===== config.mk =====
export PLATFORM = sky130hd
export DESIGN_NAME = matrix_scan_ctrl
export DESIGN_NICKNAME = d
export VERILOG_FILES = /design/src/rtl/matrix_scan_ctrl.sv
export SDC_FILE = /design/constraint.sdc
export NUM_CORES = 1
export LEC_CHECK = 0
export BUFFER_PORTS_ARGS = -buffer_cell sky130_fd_sc_hd__buf_4
export CORE_AREA = 2 2 142 102
export CTS_CLUSTER_DIAMETER = 100
export CTS_CLUSTER_SIZE = 40
export DETAILED_ROUTE_END_ITERATION = 8
export DIE_AREA = 0 0 144 104
export PLACE_DENSITY = 0.51
export SLEW_MARGIN = 20
export SYNTH_ARGS = -nofsm -noshare
export SYNTH_HDL_FRONTEND = slang
export SYNTH_SLANG_ARGS = --single-unit

===== constraint.sdc =====
create_clock -name clk -period 6.17 [get_ports clk]
set_input_delay 0.617 -clock clk [delete_from_list [all_inputs] [get_ports clk]]
set_output_delay 0.617 -clock clk [all_outputs]
set_load 0.02 [all_outputs]

===== src/rtl/matrix_scan_ctrl.sv =====
// Column-multiplexed refresh controller for a 5x7 dot-matrix display.
// A double-buffered frame store swaps into the active frame only at a column-0 entry.
module matrix_scan_ctrl #(
  parameter int unsigned DIV = 1000
) (
  input  logic        clk,
  input  logic        clr,
  input  logic        enable,
  input  logic [34:0] frame_in,
  input  logic        frame_valid,
  output logic        frame_ready,
  output logic [4:0]  col_sel,
  output logic [6:0]  row_data,
  output logic        frame_start
);

  localparam int unsigned CW = (DIV > 1) ? $clog2(DIV) : 1;
  localparam logic [CW-1:0] CNT_MAX = CW'(DIV - 1);

  typedef enum logic [1:0] {IDLE, SCAN, BLANK} state_e;

  state_e        state_q, state_d;
  logic [2:0]    col_q, col_d;
  logic [CW-1:0] cnt_q, cnt_d;
  logic [34:0]   active_q, active_d;
  logic [34:0]   pending_q, pending_d;
  logic          pending_full_q, pending_full_d;
  logic [4:0]    col_sel_q, col_sel_d;
  logic [6:0]    row_data_q, row_data_d;
  logic          frame_start_q, frame_start_d;
  logic          swap;
  logic          accept;

  always_comb begin
    state_d       = state_q;
    col_d         = col_q;
    cnt_d         = cnt_q;
    swap          = 1'b0;
    frame_start_d = 1'b0;
    if (!enable) begin
      state_d = IDLE;
      col_d   = '0;
      cnt_d   = '0;
    end else begin
      case (state_q)
        IDLE: begin
          state_d       = SCAN;
          col_d         = '0;
          cnt_d         = '0;
          swap          = pending_full_q;
          frame_start_d = 1'b1;
        end
        SCAN: begin
          if (cnt_q == CNT_MAX) begin
            state_d = BLANK;
            cnt_d   = '0;
          end else begin
            cnt_d = cnt_q + 1'b1;
          end
        end
        BLANK: begin
          state_d = SCAN;
          cnt_d   = '0;
          if (col_q == 3'd4) begin
            col_d         = '0;
            swap          = pending_full_q;
            frame_start_d = 1'b1;
          end else begin
            col_d = col_q + 3'd1;
          end
        end
        default: begin
          state_d = IDLE;
          col_d   = '0;
          cnt_d   = '0;
        end
      endcase
    end
  end

  // Accept is gated by the flag, so it can never coincide with a swap.
  always_comb begin
    accept         = frame_valid && !pending_full_q;
    active_d       = swap ? pending_q : active_q;
    pending_d      = accept ? frame_in : pending_q;
    pending_full_d = accept ? 1'b1 : (swap ? 1'b0 : pending_full_q);
  end

  // Outputs are registered from next-state values so they line up with state_q.
  always_comb begin
    col_sel_d  = '0;
    row_data_d = '0;
    if (state_d == SCAN) begin
      col_sel_d = 5'(1) << col_d;
      case (col_d)
        3'd0:    row_data_d = active_d[34:28];
        3'd1:    row_data_d = active_d[27:21];
        3'd2:    row_data_d = active_d[20:14];
        3'd3:    row_data_d = active_d[13:7];
        default: row_data_d = active_d[6:0];
      endcase
    end
  end

  always_ff @(posedge clk) begin
    if (clr) begin
      state_q        <= IDLE;
      col_q          <= '0;
      cnt_q          <= '0;
      active_q       <= '0;
      pending_q      <= '0;
      pending_full_q <= 1'b0;
      col_sel_q      <= '0;
      row_data_q     <= '0;
      frame_start_q  <= 1'b0;
    end else begin
      state_q        <= state_d;
      col_q          <= col_d;
      cnt_q          <= cnt_d;
      active_q       <= active_d;
      pending_q      <= pending_d;
      pending_full_q <= pending_full_d;
      col_sel_q      <= col_sel_d;
      row_data_q     <= row_data_d;
      frame_start_q  <= frame_start_d;
    end
  end

  assign frame_ready = !pending_full_q;
  assign col_sel     = col_sel_q;
  assign row_data    = row_data_q;
  assign frame_start = frame_start_q;

endmodule

==> flow_summary.json, run 1 <==
{
  "yosysTopAreaCell": "dfxtp_1",
  "synth-seq-cells": 99,
  "syn_nets": 454,
  "rr_startpoint": "state_q[0]",
  "clock-sinks": 99,
  "total_power_w": 0.001307,
  "grt_max_degree": 76,
  "synth_area_mm2": 0.004025,
  "synthTopCellsByArea": "dfxtp_1, nand2_1, mux2i_1",
  "arrival_ns": 2.81,
  "comb_power_share": 0.072,
  "grt_antenna_before_repair": 0,
  "dp_hpwl_um": 6202,
  "cts_buffers": 9,
  "gp_congestion": 0.7494,
  "period_share": 0.4242,
  "grt_setup_unrepaired": "no",
  "final_util": 0.3552,
  "yosys_most_used_dff": "dfxtp_1",
  "grt_pass1_vias": 2852,
  "cts_root_buf": "clkbuf_16",
  "die-area_mm2": 0.01498,
  "synth_cell_types": 47,
  "clk_latency_ns": 0.35,
  "grt_usage": 0.1248,
  "hp-start": "cnt_q[0]",
  "maxCapViolCount": 0,
  "post_cts_buffers": 0,
  "cts_tree": "built",
  "fmax_ghz": 0.3821,
  "outcome": "complete, no violations",
  "yosysWarnings": 0,
  "holdCritPathClass": "reg2reg",
  "p_sw_w": 0.0002998,
  "ant_nets": 0,
  "die_w_um": 144,
  "post_drt_via_cell_ratio": 4.500,
  "fp.dieH_um": 104,
  "hold_violations": 0,
  "wl_per_cell_um": 14.04,
  "finalSetupViolCount": 0,
  "htree_levels": 3,
  "core-area_mm2": 0.01365,
  "startpoint_type": "flip-flop",
  "drt_iter0_drc": 145,
  "tightest_slew_ns": 0.9899,
  "rows": 36,
  "path_clk_slew_ns": 0.06,
  "drive_gt1_frac": 0.2083,
  "worstPathRequired_ns": 6.36,
  "rrSetupSlack_ns": 3.55,
  "hold_end": "cnt_q[0]",
  "fin_tns_setup_ns": 0,
  "route.detailed.drc": 0,
  "intPower_w": 0.001008,
  "synth-seq-area-share": 0.4924,
  "skew_ns": 0.008381,
  "mostFrequentLayoutCells": "dfxtp_1, nand2_1, buf_4",
  "period_minus_slack_ns": 2.617,
  "power_density_mw_per_mm2": 269.7,
  "p_leak_nw": 1.842,
  "cts_resized": 0,
  "portBuffers": 52,
  "synth-async-reset-ratio": 0,
  "cts_buffer_depth": 2,
  "grt_first_pass_wirelength_um": 14430,
  "ir_drop_v": 0.0001099,
  "postCtsHoldBufs": 0,
  "switching_share": 0.2293,
  "final_max_slew_viol_count": 0,
  "vias": 2907,
  "netlist.area_leader.share": 0.4924,
  "crit_fanout": 42,
  "wirelength_um": 9070,
  "hold_ws_ns": 0.4595,
  "nNetsFinal": 497,
  "cp-end-kind": "flip-flop",
  "dr.pass1.iters": 4,
  "syn_inst": 408,
  "worstHoldPathCells": 1,
  "syn_to_final_growth_pct": 20.42,
  "diodes": 0,
  "r2r_cells": 8,
  "synth-edff-count": 0,
  "p_seq_frac": 0.513,
  "overflow": 0,
  "pwr-share-clk": 0.415,
  "layout_commonest_cell": "dfxtp_1",
  "timing.rr.end": "row_data[2]",
  "synth_area_per_cell_um2": 9.865,
  "start_util": 0.2949,
  "relSlewSlack": 0.3380,
  "io_pins": 53,
  "path_class": "reg2reg"
}
-- metal layers --
layer  global-route usage  vias up  wire, um
li1                     -     1487         -
met1               0.1673     1369      4441
met2               0.1891       39      4095
met3              0.03591       12       400
met4              0.04832        0       132
met5                    0        -         0
-- power groups by stage --
stage | clock network (W) | registers [W] | logic [W]
4_1_cts | 0.000560 | 0.000671 | 0.0000959
3_3_place_gp | 0 | 0.000685 | 0.0000937
6_report | 0.000543 | 0.000671 | 0.0000938
3_5_place_dp | 0 | 0.000685 | 0.0000955
5_1_grt | 0.000584 | 0.000672 | 0.000105
2_1_floorplan | 0 | 0.000681 | 0.0000623
-- area by class of cell --
class | instances | area [um^2]
Tap cell | 190 | 237.7
Timing Repair Buffer | 55 | 412.9
Clock inverter | 3 | 21.27
Inverter | 6 | 22.52
Multi-Input combinational cell | 280 | 1901
Sequential cell | 99 | 1982
Fill cell | 1395 | 8801
Clock buffer | 13 | 270.3
-- critical path: stages, from the launching register on --
cell and delay, ns:
dfxtp_1 0.34, inv_1 0.09, ha_1 0.29, a31oi_2 0.16, nor2_4 0.13, buf_4 0.51
mux2_2 0.42, a221oi_1 0.38, a221oi_2 0.12
-- registers in the layout, indices dropped and copies added, names as in the netlist --
| signal | flops |
|---|---|
| active_q | 35 |
| row_data | 7 |
| frame_start | 1 |
| state_q | 2 |
| pending_full_q | 1 |
| col_q | 3 |
| cnt_q | 10 |
| col_sel | 5 |
| pending_q | 35 |
-- cells by family after synthesis --
family                   after synthesis  share of synthesized area
AO/OA/AOI/OAI                         60                     0.1100
buffers and inverters                 29                    0.03761
flip-flops                            99                     0.4924
adder cells (fa/ha/maj)                7                    0.02176
multiplexers                          42                     0.1352
AND/OR/NAND/NOR                      163                     0.1856
XOR/XNOR                               8                    0.01741
-- synthesized netlist by cell type (7+ instances only) --
cell	count
dfxtp_1	99
nand2_1	82
a21oi_1	35
nor2_1	34
mux2i_1	21
nor2b_1	17
clkbuf_1	16
mux2_2	8
a221oi_1	7
a221oi_2	7
ha_1	7
-- how the worst max path moves through the flow --
stage / startpoint / depth (start not counted) / endpoint / slack (ns)
after floorplan: state_q[0] / 7 / row_data[0] / 4.13
after global placement: clr / 4 / col_sel[3] / 3.67
after detailed placement: state_q[0] / 8 / row_data[0] / 3.55
after CTS: state_q[0] / 8 / row_data[0] / 3.54
after global routing: state_q[1] / 7 / row_data[3] / 3.39
final: state_q[0] / 8 / row_data[2] / 3.55
-- through the flow --
stage / std cells / cell area, um^2 / setup WS [ns]
after floorplan: 408 / 4025 / 4.129
after global placement: 630 / 4556 / 3.669
after detailed placement: 630 / 4556 / 3.555
after CTS: 646 / 4847 / 3.538
after global routing: 646 / 4847 / 3.393
final: 646 / 4847 / 3.553
Power figures use the tool's default switching activity.
==> inputs of run 2 (changes only) <==
==> constraint.sdc (replaced) <==
create_clock -name clk -period 2.5 [get_ports clk]
set_input_delay 0.25 -clock clk [delete_from_list [all_inputs] [get_ports clk]]
set_output_delay 0.25 -clock clk [all_outputs]
set_load 0.02 [all_outputs]
==> run 2 against run 1 <==
Net effect: critical path depth unchanged; worst setup slack worse by 3.3 ns; maximum frequency grew 15%; clock power rose to 2.7 times the previous value; total power grew to 2.6 times the previous value; core utilization grew 0.72 points; wire length is 0.36% lower; largest cell class unchanged; critical path type unchanged; sequential share of layout area shrank 0.82 points.
==> flow_summary.json, run 2 (synthesis results as in run 1) <==
{
  "outcome": "complete, no violations",
  "wirelength_um": 9037,
  "layout_commonest_cell": "dfxtp_1",
  "finalSetupViolCount": 0,
  "dp_hpwl_um": 6285,
  "syn_to_final_growth_pct": 22.88,
  "diodes": 0,
  "die_w_um": 144,
  "dpl_worst_slack_ns": 0.1260,
  "p_leak_nw": 1.898,
  "overflow": 0,
  "io_pins": 53,
  "rr_startpoint": "col_q[0]",
  "drive_gt1_frac": 0.2251,
  "arrival_ns": 2.49,
  "clock-sinks": 99,
  "mostFrequentLayoutCells": "dfxtp_1, nand2_1, buf_4",
  "grt_max_degree": 75,
  "vias": 2954,
  "cts_tree": "built",
  "timing.rr.end": "row_data[5]",
  "postCtsHoldBufs": 0,
  "dr.pass1.iters": 4,
  "portBuffers": 52,
  "wl_per_cell_um": 13.86,
  "cts_buffers": 9,
  "start_util": 0.2949,
  "cts_root_buf": "clkbuf_16",
  "multiInputGateArea_mm2": 0.001909,
  "cp-endpoint": "row_data[5]",
  "grt_first_pass_wirelength_um": 14730,
  "grt_antenna_before_repair": 0,
  "fp.dieH_um": 104,
  "grt_usage": 0.1270,
  "rows": 36,
  "cp-end-kind": "flip-flop",
  "path_clk_slew_ns": 0.07,
  "ant_nets": 0,
  "period_share": 0.9139,
  "fillers": 1394,
  "path_class": "reg2reg",
  "core-area_mm2": 0.01365,
  "power_density_mw_per_mm2": 677.6,
  "seq_area_mm2": 0.001982,
  "final_max_slew_viol_count": 0,
  "post_drt_via_cell_ratio": 4.531,
  "grt_setup_unrepaired": "no",
  "nNetsFinal": 503,
  "route.detailed.drc": 0,
  "holdCritPathClass": "in2reg",
  "htree_levels": 3,
  "relSlewSlack": 0.4918,
  "drt_iter0_drc": 172,
  "grt_pass1_vias": 2938,
  "maxCapViolCount": 0,
  "gp_congestion": 0.7514,
  "ir_drop_v": 0.0002820,
  "cp_common_cell": "a221oi_2",
  "fin_tns_setup_ns": 0,
  "worstPathCellList": "inv_1, ha_1, a31oi_2, nor2_4, buf_12, mux2_1, a221oi_2, a221oi_2",
  "worstPathRequired_ns": 2.70,
  "setup_slack_ns": 0.2153,
  "tightest_slew_ns": 0.7623,
  "crit_fanout": 37,
  "hold_violations": 0,
  "r2r_cells": 8,
  "clk_latency_ns": 0.34,
  "die-area_mm2": 0.01498,
  "cts_buffer_depth": 2,
  "skew_ns": 0.005869,
  "final_util": 0.3624,
  "rrSetupSlack_ns": 0.22,
  "top_regs": "active_q (35), pending_q (35), cnt_q (10)",
  "fmax_ghz": 0.4377,
  "critPathSlowestCell": "dfxtp_1",
  "period_minus_slack_ns": 2.285,
  "startpoint_type": "flip-flop",
  "worstSetupStartpoint": "col_q[0]",
  "cp_slowest_stage_delay_ns": 0.47
}
==> run 2: worst max-delay path, delay by kind of cell, from the launching register on <==
kind                     cells  cell delay [ns]
buffers and inverters        2             0.27
AND/OR/NAND/NOR              1             0.07
multiplexers                 1             0.37
adder cells (fa/ha/maj)      1             0.24
AO/OA/AOI/OAI                3             0.72
flip-flops                   1             0.47
==> run 2: layout make-up <==
class,instances,share of cell area
Inverter,6,0.004554
Tap cell,190,0.04806
Sequential cell,99,0.4007
Clock inverter,3,0.008854
Clock buffer,13,0.05667
Multi-Input combinational cell,280,0.3860
Timing Repair Buffer,61,0.09512
==> run 2: worst min path at each step <==
stage | slack [ns] | to | cells after the start | start
final | 0.15 | pending_q[4] | 3 | frame_in[4]
after global routing | 0.15 | pending_q[6] | 3 | frame_in[6]
after CTS | 0.14 | pending_q[17] | 3 | frame_in[17]
after detailed placement | 0.45 | pending_q[33] | 2 | pending_q[33]
after global placement | 0.44 | cnt_q[0] | 1 | cnt_q[0]
after floorplan | 0.39 | pending_q[21] | 2 | frame_in[21]
==> run 2: power breakdown <==
part,total [W],internal [W],switching [W]
sequential,0.00165,0.00162,0.0000304
clock,0.00146,0.000885,0.000574
combinational,0.000238,0.000111,0.000127
==> run 2: what timing repair did <==
item	in CTS	in global routing
resized for setup	0	2
endpoints found under the hold margin	0	0
setup endpoints to repair	0	3
setup buffers	0	0
==> run 2: through the flow <==
stage                     hold slack [ns]  area [um^2]  power (W)  std cells
after detailed placement           0.4499         4613   0.001933        636
final                              0.1537         4946   0.003351        652
after global placement             0.4422         4613   0.001931        636
after CTS                          0.1433         4937   0.003407        652
after global routing               0.1517         4946   0.003486        652
after floorplan                    0.3860         4025   0.001835        408
==> run 2: layer usage <==
layer,wire length [um],up-vias,part of all wire,GRT usage
li1,-,1505,-,-
met2,3943,48,0.44,0.1905
met3,407,12,0.045,0.03913
met1,4508,1389,0.50,0.1706
met5,0,-,0,0
met4,178,0,0.020,0.04832
